File: src/rtl/mod_sum_pkg.sv
// Shared definitions for the modulo-sum job controller: data width, clear length
// and the controller state encoding.
package mod_sum_pkg;

  localparam int WIDTH     = 8;
  localparam int CLEAR_LEN = 4;

  typedef enum logic [3:0] {
    S_IDLE,
    S_CLR0,
    S_CLR1,
    S_CLR2,
    S_CLR3,
    S_ACCUM,
    S_DRAIN,
    S_FOLD,
    S_WAIT,
    S_RESULT
  } state_t;

endpackage

File: src/rtl/mod_sum_ctrl.sv
// Job controller for the two-stage modulo accumulation datapath (modulo_adder).
// Optional range checking of operands: define MOD_SUM_CTRL_RANGE_CHECK_EN.
module mod_sum_ctrl #(
  parameter int WIDTH = mod_sum_pkg::WIDTH,
  parameter int CNT_W = 16
) (
  input  logic             clk,
  input  logic             rst,
  input  logic             start,
  input  logic [WIDTH-1:0] p,
  input  logic [WIDTH-1:0] in_data,
  input  logic             in_valid,
  input  logic             in_last,
  output logic             in_ready,
  output logic [WIDTH-1:0] out_data,
  output logic             out_valid,
  input  logic             out_ready,
  output logic             busy,
  output logic [CNT_W-1:0] count,
  output logic             err,
  output logic [WIDTH-1:0] acc_a,
  output logic [WIDTH-1:0] acc_p_rev,
  input  logic [WIDTH-1:0] acc_sum
);
  import mod_sum_pkg::*;

  state_t           state_reg;
  logic [WIDTH-1:0] p_reg;
  logic [WIDTH-1:0] prev_reg;
  logic [WIDTH-1:0] out_data_reg;
  logic             out_valid_reg;
  logic             in_ready_reg;
  logic             busy_reg;
  logic             err_reg;
  logic [CNT_W-1:0] count_reg;
  logic             in_fire;
  logic             op_bad;

  assign in_fire = in_ready_reg && in_valid;

`ifdef MOD_SUM_CTRL_RANGE_CHECK_EN
  assign op_bad = (in_data >= p_reg);
`else
  assign op_bad = 1'b0;
`endif

  // Datapath drive is combinational: operands and the clear/fold feedback must
  // reach the adder in the same cycle they are accepted or observed.
  always_comb begin
    acc_a     = '0;
    acc_p_rev = ~p_reg;
    case (state_reg)
      S_IDLE: acc_p_rev = '0;
      S_CLR0, S_CLR1: begin
        // P=255: each chain becomes x + ~x = 255 which folds to 0.
        acc_p_rev = '0;
        acc_a     = ~acc_sum;
      end
      S_CLR2, S_CLR3: acc_p_rev = '0;
      S_ACCUM: if (in_fire && !op_bad) acc_a = in_data;
      S_FOLD:  acc_a = prev_reg;
      default: ;
    endcase
  end

  // Previous chain output, used to merge the odd chain into the even one.
  always_ff @(posedge clk) begin
    prev_reg <= acc_sum;
  end

  always_ff @(posedge clk) begin
    if (rst) begin
      state_reg     <= S_IDLE;
      p_reg         <= '0;
      out_data_reg  <= '0;
      out_valid_reg <= 1'b0;
      in_ready_reg  <= 1'b0;
      busy_reg      <= 1'b0;
      err_reg       <= 1'b0;
      count_reg     <= '0;
    end else begin
      case (state_reg)
        S_IDLE: begin
          if (start && (p != '0)) begin
            p_reg     <= p;
            count_reg <= '0;
            err_reg   <= 1'b0;
            busy_reg  <= 1'b1;
            state_reg <= S_CLR0;
          end
        end
        S_CLR0: state_reg <= S_CLR1;
        S_CLR1: state_reg <= S_CLR2;
        S_CLR2: state_reg <= S_CLR3;
        S_CLR3: begin
          in_ready_reg <= 1'b1;
          state_reg    <= S_ACCUM;
        end
        S_ACCUM: begin
          if (in_fire) begin
            if (count_reg != {CNT_W{1'b1}}) count_reg <= count_reg + 1'b1;
            if (op_bad) err_reg <= 1'b1;
            if (in_last) begin
              in_ready_reg <= 1'b0;
              state_reg    <= S_DRAIN;
            end
          end
        end
        S_DRAIN: state_reg <= S_FOLD;
        S_FOLD:  state_reg <= S_WAIT;
        S_WAIT:  state_reg <= S_RESULT;
        S_RESULT: begin
          // First RESULT cycle captures the folded sum; afterwards hold until taken.
          if (!out_valid_reg) begin
            out_data_reg  <= acc_sum;
            out_valid_reg <= 1'b1;
          end else if (out_ready) begin
            out_valid_reg <= 1'b0;
            busy_reg      <= 1'b0;
            state_reg     <= S_IDLE;
          end
        end
        default: state_reg <= S_IDLE;
      endcase
    end
  end

  assign in_ready  = in_ready_reg;
  assign out_data  = out_data_reg;
  assign out_valid = out_valid_reg;
  assign busy      = busy_reg;
  assign count     = count_reg;
  assign err       = err_reg;

endmodule

File: config.mk
export PLATFORM = sky130hd
export DESIGN_NAME = mod_sum_ctrl
export DESIGN_NICKNAME = d
export VERILOG_FILES = /design/src/rtl/mod_sum_pkg.sv /design/src/rtl/mod_sum_ctrl.sv
export SDC_FILE = /design/constraint.sdc
export NUM_CORES = 1
export LEC_CHECK = 0
export ABC_AREA = 1
export CAP_MARGIN = 40
export CORE_ASPECT_RATIO = 1.4
export CORE_MARGIN = 5
export CORE_UTILIZATION = 50
export CTS_CLUSTER_SIZE = 14
export DETAILED_ROUTE_END_ITERATION = 10
export DONT_BUFFER_PORTS = 1
export PLACE_DENSITY_LB_ADDON = 0.1
export RECOVER_POWER = 25
export SLEW_MARGIN = 20
export SYNTH_ARGS = -nofsm -noshare
export SYNTH_HDL_FRONTEND = slang
export SYNTH_SLANG_ARGS = --single-unit
File: constraint.sdc
create_clock -name clk -period 4.1 [get_ports clk]
set_input_delay 1.23 -clock clk [delete_from_list [all_inputs] [get_ports clk]]
set_output_delay 1.23 -clock clk [all_outputs]
set_load 0.01 [all_outputs]
# [Word-level counts from Yosys, hierarchy flattened]
# Cells that the tools add are included.
[word_totals] out_inout_bits=44 ff_bits=47 wordCells=65 inputBits=30
[classes] add_sub_neg=1 n_bitwise=3 n_mux=22 eq_ne=16 reduce_logical=15
[ops] cell="$mux 16" n=3
[ops] cell="$pmux 4 s10" n=1
[ops] cell="$pmux 16 s2" n=1
[ops] cell="$pmux 8 s3" n=1
[ops] cell="$mux 4" n=5
[ops] cell="$add 16x1->16 const B" n=1
[ops] cell="$eq 4x3->1 const B" n=4
[ops] cell="$mux 8" n=2
[ops] cell="$ne 16x16->1 const B" n=1
[ops] cell="$not 8->8" n=2
[ops] cell="$ne 2x2->1 const B" n=6
[ops] cell="$eq 4x2->1 const B" n=2
[ops] cell="$eq 4x4->1 const B" n=2
[ops] cell="$reduce_and 4->1" n=2
[ops] cell="$reduce_bool 8->1" n=1
[ops] cell="$mux 1" n=7
[ops] cell="$reduce_bool 2->1" n=3
[ops] cell="$reduce_and 5->1" n=1
[ops] cell="$reduce_or 5->1" n=1
[ops] cell="$eq 4x1->1 const B" n=1
[ops] cell="$logic_not 4->1" n=1
[ops] cell="$pmux 1 s2" n=2
[ops] cell="$reduce_and 2->1" n=2
[ops] cell="$reduce_and 3->1" n=1
[ops] cell="other kinds (3)" n=4

# [Longest topological paths before layout]
# Gate-level depths: netlist of run 1.
[depth] word_depth=4 mapped_depth=12 ltp_nobuf=11

# [Least setup slack after synthesis of run 1]
# OpenSTA, ideal clock, no wires.
[synth_timing] path_kind="input port to output port" start="in in_valid" end="out acc_a[0]" arrival_ns=1.808 required_time_ns=2.870 path_buffers=0 slack_ns=1.062 cell_stages=4 path_cell_list="nand2_1 clkinv_1 nand3_1 o311ai_0"
[synth_between] elab_chain_len=3
[synth_lines] item="from (decl)" line="mod_sum_ctrl.sv:12" rtl="input logic in_valid,"
[synth_lines] item="$logic_and 1x1->1" line="mod_sum_ctrl.sv:39" rtl="assign in_fire = in_ready_reg && in_valid;"
[synth_lines] item="$mux 8" line="mod_sum_ctrl.sv:60" rtl="S_ACCUM: if (in_fire && !op_bad) acc_a = in_data;"
[synth_lines] item="$pmux 8 s3" line="mod_sum_ctrl.sv:52" rtl="case (state_reg)"
[synth_lines] item="to (decl)" line="mod_sum_ctrl.sv:21" rtl="output logic [WIDTH-1:0] acc_a,"
# No other way between the ends.

# [Worst setup path after layout of run 1]
[layout_timing] start="reg state_reg[2]" end="out acc_a[0]"
[layout_between] elab_chain_len=3 elab_cells_between_ends=6 classes_between="4 x eq/ne; 1 x mux; 1 x reduce/logical"
[layout_lines] item="from (decl)" line="mod_sum_ctrl.sv:27" rtl="state_t state_reg;"
[layout_lines] item="from (signal assigned)" line="mod_sum_ctrl.sv:73" rtl="state_reg <= S_IDLE;"
[layout_lines] item="from (signal assigned)" line="mod_sum_ctrl.sv:89" rtl="state_reg <= S_CLR0;"
[layout_lines] item="from (signal assigned)" line="mod_sum_ctrl.sv:92" rtl="S_CLR0: state_reg <= S_CLR1;"
[layout_lines] item="$eq 4x2->1 / $eq 4x1->1 (equally long branches)" line="mod_sum_ctrl.sv:52"
[layout_lines] item="$reduce_or 2->1"
[layout_lines] item="$pmux 8 s3 *" line="mod_sum_ctrl.sv:52"
# Every way passes the cells marked *; elsewhere a longest branch is shown, timed or not.

==> results_dict.tcl, run 1 <==
set metrics [dict create \
    dieHeight_um 92.5 \
    drv_cap 0 \
    start_util_pct 50.7 \
    detail_route.iter0.violations 129 \
    antenna_left 0 \
    num-nets-final 393 \
    portBuffers 0 \
    syn-num-nets 398 \
    post_cts_buffers 0 \
    cts.sinks 47 \
    path_max_fanout 17 \
    drc 0 \
    synth_edf_count 0 \
    fin_cells 427 \
    dp_hpwl_um 4440 \
    fin_setup_tns_ns 0 \
    grt_pass1_wl_um 9650 \
    fmax_mhz 299 \
    clock-root-buffer "clkbuf_8" \
    ir_drop_mv 0.217 \
    die_w_um 69.0 \
    pwr_density_cell_nw_per_um2 394 \
    grt_pass1_vias 2106 \
    finalSetupViolations 0 \
    cts.hold.buffers_added 0 \
    path_class "reg2out" \
    ios 74 \
    clk_latency_ns 0.30 \
    synth_cells 367 \
    h-tree-depth 2 \
    slew_headroom_pct 53.0 \
    fill_cells 522 \
    leakage_uw 0.000881 \
    whs_ns 0.448 \
    drive_gt1_share_pct 8.26 \
    skew_ns 0.0112 \
    antenna_found_initial 0 \
    wl_um 5870 \
    cts_resized 0 \
    crit_path_end_kind "primary output" \
    cts_tree "done" \
    num_rows 30 \
    area_growth_pct 5.19 \
    clockBufferDepth 2 \
    regArea_um2 941 \
    grt_max_degree 26 \
    final-max-slew-violation-count 0 \
    yosysUniqueCellTypes 29 \
    viasPerCell 5.28 \
    largest_reg_flops 16 \
    worst_hold_path_type "reg2reg" \
    ys.flop_type "dfxtp_1" \
    cts_buffers 5 \
    antenna_cells 0 \
    clk_pin_slew_ns 0.10 \
    dieArea_um2 6380 \
    syn_area_per_cell_um2 6.63 \
    critPathLaunchType "flip-flop" \
    ys_seq_elements 47 \
    overflow 0 \
    drtPass1Iterations 4 \
    yosysSeqAreaShare_pct 38.7 \
    coreArea_um2 4800 \
    ys_warn_count 0 \
    place_congestion 0.788 \
    worst_ep_required_time_ns 2.87 \
    period_minus_slack_ns 3.34 \
    rsz0062_at_grt "false" \
    status "finished, final reports clean" \
    track_usage_pct 19.7 \
    hold_viol 0 \
    route.vias.total 2253 \
    place_inst 419 \
    worst_slew_pin_slew_ns 0.696 \
    fin_crit_sh_pct 81.4 \
    critPathArrivalTime_ns 2.11 \
    async_flop_share_pct 0 \
    multi_input_area_um2 1280 \
    synthesis.area_um2 2430 \
    wl_per_cell_um 13.7 \
]
-- layer usage --
metal	vias up	GRT usage, %	wire length [um]
met4	0	8.78	164
met3	12	4.98	371
li1	1168	-	-
met2	55	34.0	3010
met5	-	0	0
met1	1018	21.9	2330
-- power by group --
group	switching, uW	internal, uW
combinational	104	43.5
clock	158	184
sequential	34.2	486
total	296	713
-- metrics by stage --
step                      utilization (%)  setup slack [ns]  instance area, um^2  total power [uW]
after CTS                            53.3             0.808                 2560              1030
after detailed placement             50.9             0.897                 2450               682
after global placement               50.9             0.941                 2450               679
after floorplan                         -              1.06                 2430               662
after global routing                 53.3             0.476                 2560              1070
final                                53.3             0.761                 2560              1010
-- cells in the mapped netlist (3+ instances only) --
| library cell | n | area share (%) |
|---|---|---|
| a21oi_1 | 25 | 5.1 |
| a21oi_2 | 10 | 3.6 |
| buf_2 | 4 | 0.82 |
| clkbuf_1 | 4 | 0.62 |
| dfxtp_1 | 47 | 39 |
| inv_1 | 32 | 4.9 |
| inv_2 | 4 | 0.62 |
| nand2_1 | 103 | 16 |
| nand2_2 | 3 | 0.77 |
| nand3_1 | 30 | 6.2 |
| nand4_1 | 4 | 1.0 |
| nor2_1 | 53 | 8.2 |
| nor2_2 | 6 | 1.5 |
| o21ai_0 | 9 | 1.9 |
| o21ai_1 | 3 | 0.62 |
| o21bai_1 | 4 | 1.2 |
| o311ai_0 | 8 | 2.9 |
| xor2_1 | 4 | 1.4 |
-- layout make-up --
cell class	instances	share of cell area, %
clock buffers	5	2.69
clock inverters	3	1.81
inverters	38	5.57
multi-input cells	270	50.0
flip-flops and latches	47	36.8
well taps	64	3.13
-- cell families after synthesis --
| group | synth area share [%] |
|---|---|
| AND/OR/NAND/NOR | 34.7 |
| AO/OA/AOI/OAI | 15.9 |
| buffers and inverters | 8.59 |
| flip-flops | 38.7 |
| XOR/XNOR | 1.44 |
| adder cells (fa/ha/maj) | 0.514 |
| other | 0.154 |
-- worst max-delay path, cell delays in order (launching register included) --
cell and delay [ns]:
dfxtp_1 0.55, inv_1 0.10, nor2_1 0.24, nand2_2 0.29, inv_2 0.31, nand3_1 0.10, o311ai_0 0.22
-- layout by cell type, fill, tap and decap left out --
cell type     n
nand2_2       3
o21ai_1       3
nand4_1       4
nand2_1     103
bufinv_16     1
inv_2         3
o31ai_1       1
clkbuf_8      5
nand3_1      30
clkinvlp_4    1
o21ai_0       9
inv_1        33
a21oi_1      25
o21bai_1      4
nor3_1        2
conb_1        1
clkinv_1      2
xor2_1        4
a21oi_2      10
o311ai_0      8
dfxtp_1      47
nor2_1       54
ha_1          1
nor2_4        1
or2_1         1
nor2_2        5
a22oi_1       1
inv_6         1
-- final timing paths --
check / cells after the start / from / end / slack, ns
worst max-delay path: 6 / state_reg[2]$_SDFFE_PP0P_ / acc_a[0] / 0.76
worst min-delay path: 2 / p_reg[2]$_SDFFE_PP0P_ / p_reg[2]$_SDFFE_PP0P_ / 0.45
worst max register to register: 10 / state_reg[2]$_SDFFE_PP0P_ / count[5]$_SDFFE_PP0P_ / 1.91
worst min register to register: 2 / p_reg[2]$_SDFFE_PP0P_ / p_reg[2]$_SDFFE_PP0P_ / 0.45
Note: power is estimated with default switching activity, not from simulation.
==> run 2: changes to the inputs <==
--- a/config.mk
+++ b/config.mk
@@ -5,7 +5,7 @@
 export SDC_FILE = /design/constraint.sdc
 export NUM_CORES = 1
 export LEC_CHECK = 0
-export ABC_AREA = 1
+export ABC_AREA = 0
 export CAP_MARGIN = 40
 export CORE_ASPECT_RATIO = 1.4
 export CORE_MARGIN = 5
==> constraint.sdc (replaced) <==
create_clock -name clk -period 2.7 [get_ports clk]
set_input_delay 0.81 -clock clk [delete_from_list [all_inputs] [get_ports clk]]
set_output_delay 0.81 -clock clk [all_outputs]
set_load 0.01 [all_outputs]
==> run 2 against run 1 <==
Against the previous run: clock skew shrank 0.0043 ns; register-to-register slack lost 1.4 ns; combinational power up 59%; largest power group unchanged; via count shrank 14%; routed wire length shrank 6.5%; first-iteration DRC count is 3.1% lower; synthesized cell count shrank 29%; setup slack lost 0.55 ns; final cell count decreased by 23%; utilization grew 3.7 points; worst hold slack better by 0.056 ns; non-clock buffer count rose by 14; critical endpoint is now acc_a[2].
==> results_dict.tcl, run 2 <==
set metrics [dict create \
    drv_cap 0 \
    dp_hpwl_um 4170 \
    num-nets-final 300 \
    dieArea_um2 5860 \
    leakage_uw 0.000907 \
    start_util_pct 52.0 \
    power_uw 1400 \
    status "finished, final reports clean" \
    synth-simple-area-share_pct 24.8 \
    synth_top_family_by_area "simple AND/OR/NAND/NOR gates" \
    seq_power_share_pct 53.0 \
    cts.sinks 47 \
    clk_pin_slew_ns 0.09 \
    worst_ep_required_time_ns 1.89 \
    cts_tree "done" \
    num_rows 28 \
    period_minus_slack_ns 2.49 \
    antenna_cells 0 \
    whs_ns 0.504 \
    yosysTopAreaCellShare_pct 42.7 \
    detail_route.iter0.violations 125 \
    clk_latency_ns 0.30 \
    synth_cells 260 \
    synthesis.area_um2 2210 \
    ys_warn_count 0 \
    p_sw_share_pct 29.4 \
    comb_power_share_pct 16.8 \
    path_class "reg2out" \
    hold_viol 0 \
    path_max_fanout 12 \
    worst_slew_pin_slew_ns 0.563 \
    fin_setup_tns_ns 0 \
    drc 0 \
    synthMuxAreaShare_pct 4.08 \
    area_growth_pct 9.47 \
    grt_pass1_vias 1893 \
    slew_headroom_pct 62.2 \
    cts.hold.buffers_added 0 \
    route.vias.total 1934 \
    place_congestion 0.845 \
    ys.flop_type "dfxtp_1" \
    portBuffers 0 \
    worst_hold_startpoint "p_reg[4]$_SDFFE_PP0P_" \
    ys_top_cells_by_count "dfxtp_1 (47), nor2_1 (31), o21ai_0 (23)" \
    layout_commonest_cell "dfxtp_1" \
    synth_edf_count 0 \
    clockBufferDepth 2 \
    crit_path_end_kind "primary output" \
    post_cts_buffers 0 \
    wl_per_cell_um 16.6 \
    r2r-start "count[6]$_SDFFE_PP0P_" \
    cts_resized 0 \
    startpoint "state_reg[3]$_SDFFE_PP0P_" \
    die_w_um 66.1 \
    wl_um 5490 \
    cts_buffers 5 \
    antenna_found_initial 0 \
    syn_area_per_cell_um2 8.48 \
    track_usage_pct 19.3 \
    synth_largest_area_cell "dfxtp_1" \
    dieHeight_um 88.6 \
    yosysUniqueCellTypes 54 \
    final_core_util_pct 57.0 \
    ys_seq_elements 47 \
    largest_reg_flops 16 \
    post-place-ws_ns 0.396 \
    antenna_left 0 \
    grt_max_degree 30 \
    overflow 0 \
    final-max-slew-violation-count 0 \
    grt_pass1_wl_um 8870 \
    viasPerCell 5.86 \
    synth_compound_area_share_pct 23.0 \
    p_sw_uw 412 \
    critPathArrivalTime_ns 1.68 \
    drive_gt1_share_pct 13.7 \
    worst_hold_path_type "reg2reg" \
    ir_drop_mv 0.400 \
    synth_fa_ha_area_share_pct 0.567 \
    pwr_density_cell_nw_per_um2 581 \
    final_cell_mix "dfxtp_1 (44), nor2_1 (31), o21ai_0 (23)" \
    skew_ns 0.00697 \
    h-tree-depth 2 \
    syn-num-nets 291 \
    finalSetupViolations 0 \
    yosysMostFrequentCell "dfxtp_1" \
    yosysSeqAreaShare_pct 42.7 \
    critPathLaunchType "flip-flop" \
    synth-xor-area-share_pct 0.794 \
    coreArea_um2 4240 \
    fmax_mhz 402 \
    setup_ws_ns 0.211 \
    async_flop_share_pct 0 \
    regToRegSetupSlack_ns 0.53 \
    clock-root-buffer "clkbuf_8" \
    rsz0062_at_grt "false" \
    p_int_uw 992 \
    fin_crit_sh_pct 92.2 \
    synth_area_leaders "dfxtp_1 (43%), nor2_1 (5.3%), o21ai_0 (5.2%), mux2i_1 (4.1%), a21oi_1 (3.9%)" \
    drtPass1Iterations 4 \
    ios 74 \
    power_frac_clock_pct 30.2 \
]
[run 2: cell types whose count changed after synthesis, moves of 5 or more]
cell and delta:
a22oi_1 +7, nand3_1 -20, nor3_1 +6, nor2_2 -6, inv_1 -27, a21oi_1 -8
o21ai_0 +14, nor4_1 +7, and3_1 +5, a21oi_2 -10, mux2i_1 +9, nor2_1 -22
o311ai_0 -7, nand2_1 -81
[run 2: kinds of logic (layout without fill, tap and decap cells)]
family	after synthesis	after routing
adders and majority gates	1	1
xor gates and xnor gates	2	2
and+or+nand+nor	106	106
buffers and inverters	18	28
muxes	9	9
other	1	1
DFF	47	47
AOI/OAI and AO/OA	76	76
[run 2: routing by layer]
| metal | up-vias | GRT usage, % | share of wire [%] |
|---|---|---|---|
| met2 | 63 | 34.3 | 52 |
| met3 | 6 | 8.26 | 8.1 |
| met4 | 0 | 5.91 | 1.1 |
| met1 | 896 | 20.6 | 38 |
| li1 | 969 | - | - |
| met5 | - | 0 | 0 |
[run 2: area by class of cell]
| class | count | area, um^2 |
|---|---|---|
| clock inverter | 3 | 20.0 |
| timing repair buffer | 14 | 105 |
| sequential | 47 | 945 |
| inverter | 6 | 22.5 |
| tap | 60 | 75.1 |
| multi-input combinational | 195 | 1180 |
| fill | 400 | 1820 |
| clock buffer | 5 | 68.8 |
[run 2: critical path, stage by stage (launching register included)]
cell,delay (ns)
dfxtp_2,0.39
nand4bb_1,0.35
nor2_1,0.21
buf_4,0.18
a22oi_1,0.09
o21ai_0,0.16
[run 2: worst paths after layout]
path,end,cells after the start
worst max register to register,count[4]$_SDFFE_PP0P_,6
worst min-delay path,p_reg[4]$_SDFFE_PP0P_,2
worst min register to register,p_reg[4]$_SDFFE_PP0P_,2
worst max-delay path,acc_a[2],5
[run 2: per-stage QoR]
step	std cells	instance area (um^2)
3_3_place_gp	322	2320
4_1_cts	330	2410
2_1_floorplan	260	2210
5_1_grt	330	2410
3_5_place_dp	322	2320
6_report	330	2410
[run 2: power by group through the flow]
| stage | sequential, uW | clock [uW] | combinational [uW] |
|---|---|---|---|
| floorplan | 748 | 0 | 209 |
| global placement | 759 | 0 | 237 |
| detailed placement | 759 | 0 | 237 |
| CTS | 744 | 441 | 237 |
| global route | 748 | 465 | 261 |
| finish | 745 | 424 | 235 |
==> run 3: changes to the inputs <==
--- a/config.mk
+++ b/config.mk
@@ -5,7 +5,7 @@
 export SDC_FILE = /design/constraint.sdc
 export NUM_CORES = 1
 export LEC_CHECK = 0
-export ABC_AREA = 0
+export ABC_AREA = 1
 export CAP_MARGIN = 40
 export CORE_ASPECT_RATIO = 1.4
 export CORE_MARGIN = 5
==> run 3 against run 2 <==
Against the previous run: via count up 15%; utilization down 3.2 points; register-to-register slack better by 0.22 ns; final cell count up 30%; sequential share of layout area down 2.7 points; die area up 8.9%; critical path type unchanged; critical endpoint is now acc_a[0].
==> results_dict.tcl, run 3 (synthesis gave the netlist of run 1 again) <==
set metrics [dict create \
    critPathArrivalTime_ns 1.77 \
    startpoint "state_reg[0]$_SDFFE_PP0P_" \
    path_max_fanout 9 \
    slew_headroom_pct 53.7 \
    worst_hold_path_type "reg2reg" \
    finalSetupViolations 0 \
    reg2reg_depth 11 \
    num_rows 30 \
    crit_path_end_kind "primary output" \
    worst_ep_required_time_ns 1.89 \
    h-tree-depth 2 \
    grt_pass1_vias 2035 \
    worst_slew_pin_slew_ns 0.685 \
    gr-usage-met3_pct 4.73 \
    clk_latency_ns 0.30 \
    area_growth_pct 6.17 \
    post_cts_buffers 0 \
    num-nets-final 396 \
    endpoint "acc_a[0]" \
    use_met1_pct 22.5 \
    critPathLaunchType "flip-flop" \
    cts_buffers 5 \
    fin_setup_tns_ns 0 \
    antenna_cells 0 \
    overflow 0 \
    skew_ns 0.00714 \
    start_util_pct 50.7 \
    fin_crit_sh_pct 95.5 \
    dp_hpwl_um 4450 \
    portBuffers 0 \
    dieArea_um2 6380 \
    fmax_mhz 388 \
    clk_pin_slew_ns 0.09 \
    place_inst 422 \
    pwr_density_cell_nw_per_um2 593 \
    antenna_left 0 \
    largest_reg_flops 16 \
    leakage_uw 0.000903 \
    grt_max_degree 26 \
    regToRegSetupSlack_ns 0.75 \
    ir_drop_mv 0.342 \
    place_congestion 0.810 \
    fin_cells 430 \
    r2r-start "count[0]$_SDFFE_PP0P_" \
    r2r_end "count[3]$_SDFFE_PP0P_" \
    cts.sinks 47 \
    drv_cap 0 \
    status "finished, final reports clean" \
    coreArea_um2 4800 \
    period_minus_slack_ns 2.58 \
    viasPerCell 5.18 \
    cts_tree "done" \
    clockBufferDepth 2 \
    hold_viol 0 \
    track_usage_pct 19.9 \
    wl_per_cell_um 13.7 \
    drtPass1Iterations 4 \
    final-max-slew-violation-count 0 \
    antenna_found_initial 0 \
    final_cell_mix "nand2_1 (103), nor2_1 (53), dfxtp_1 (46)" \
    ios 74 \
    grt_pass1_wl_um 9760 \
    path_class "reg2out" \
    grt-busiest-layer "met2" \
    grt_util_met2_pct 34.3 \
    clock-root-buffer "clkbuf_8" \
    dieHeight_um 92.5 \
    rsz0062_at_grt "false" \
    drive_gt1_share_pct 9.56 \
    wl_um 5870 \
    die_w_um 69.0 \
    route.vias.total 2227 \
    drc 0 \
    layout_commonest_cell "nand2_1" \
    detail_route.iter0.violations 122 \
]
-- run 3: cell count changes in the layout (fill, tap and decap cells not counted), sizes merged, moves of 9 or more --
| cell | delta |
|---|---|
| a21oi | +17 |
| buf | -11 |
| inv | +30 |
| mux2i | -9 |
| nand2 | +84 |
| nand3 | +19 |
| nor2 | +29 |
| o21ai | -12 |
-- run 3: layout make-up --
type                    count  area [um^2]
well taps                  64         80.1
repair buffers              3         22.5
clock inverters             3         43.8
flip-flops and latches     47          942
fillers                   510         2220
multi-input cells         270         1280
clock buffers               5         68.8
inverters                  38          143
-- run 3: critical path, cell delays in order, from the launching register on --
cell and delay [ns]:
dfxtp_1 0.41, nor2_2 0.09, inv_1 0.06, nand3_1 0.24, o311ai_0 0.68
-- run 3: how the worst min path moves through the flow --
stage | start | end | slack (ns) | cells past startpoint
after floorplan | p_reg[5]$_SDFFE_PP0P_ | p_reg[5]$_SDFFE_PP0P_ | 0.42 | 2
after global placement | p_reg[2]$_SDFFE_PP0P_ | p_reg[2]$_SDFFE_PP0P_ | 0.43 | 2
after detailed placement | p_reg[4]$_SDFFE_PP0P_ | p_reg[4]$_SDFFE_PP0P_ | 0.44 | 2
after CTS | p_reg[4]$_SDFFE_PP0P_ | p_reg[4]$_SDFFE_PP0P_ | 0.46 | 2
after global routing | p_reg[0]$_SDFFE_PP0P_ | p_reg[0]$_SDFFE_PP0P_ | 0.47 | 2
final | p_reg[0]$_SDFFE_PP0P_ | p_reg[0]$_SDFFE_PP0P_ | 0.45 | 2
-- run 3: power by group --
group          internal, uW  total, uW  leakage, uW  switching, uW
Clock                   276        517    0.0000581            241
Combinational          68.0        226     0.000459            158
Sequential              739        789     0.000385           50.3
-- run 3: stage by stage --
stage,power [uW],worst slack (ns),utilization [%],cell area (um^2),hold WS (ns)
2_1_floorplan,1010,0.502,-,2430,0.424
3_3_place_gp,1030,0.385,51.4,2470,0.434
3_5_place_dp,1040,0.327,51.4,2470,0.443
4_1_cts,1550,0.0653,53.8,2580,0.456
5_1_grt,1620,0.00193,53.8,2580,0.472
6_report,1530,0.121,53.8,2580,0.452
-- run 3: layer usage --
layer	share of wire (%)	vias to the layer above
met1	40	998
met3	5.1	11
li1	-	1173
met5	0	-
met2	52	45
met4	2.7	0
-- run 3: repair_timing --
action / in CTS / in global routing
endpoints found under the setup margin: 0 / 16
hold buffers: 0 / 0
hold endpoints to repair: 0 / 0
gates resized for setup: 0 / 4
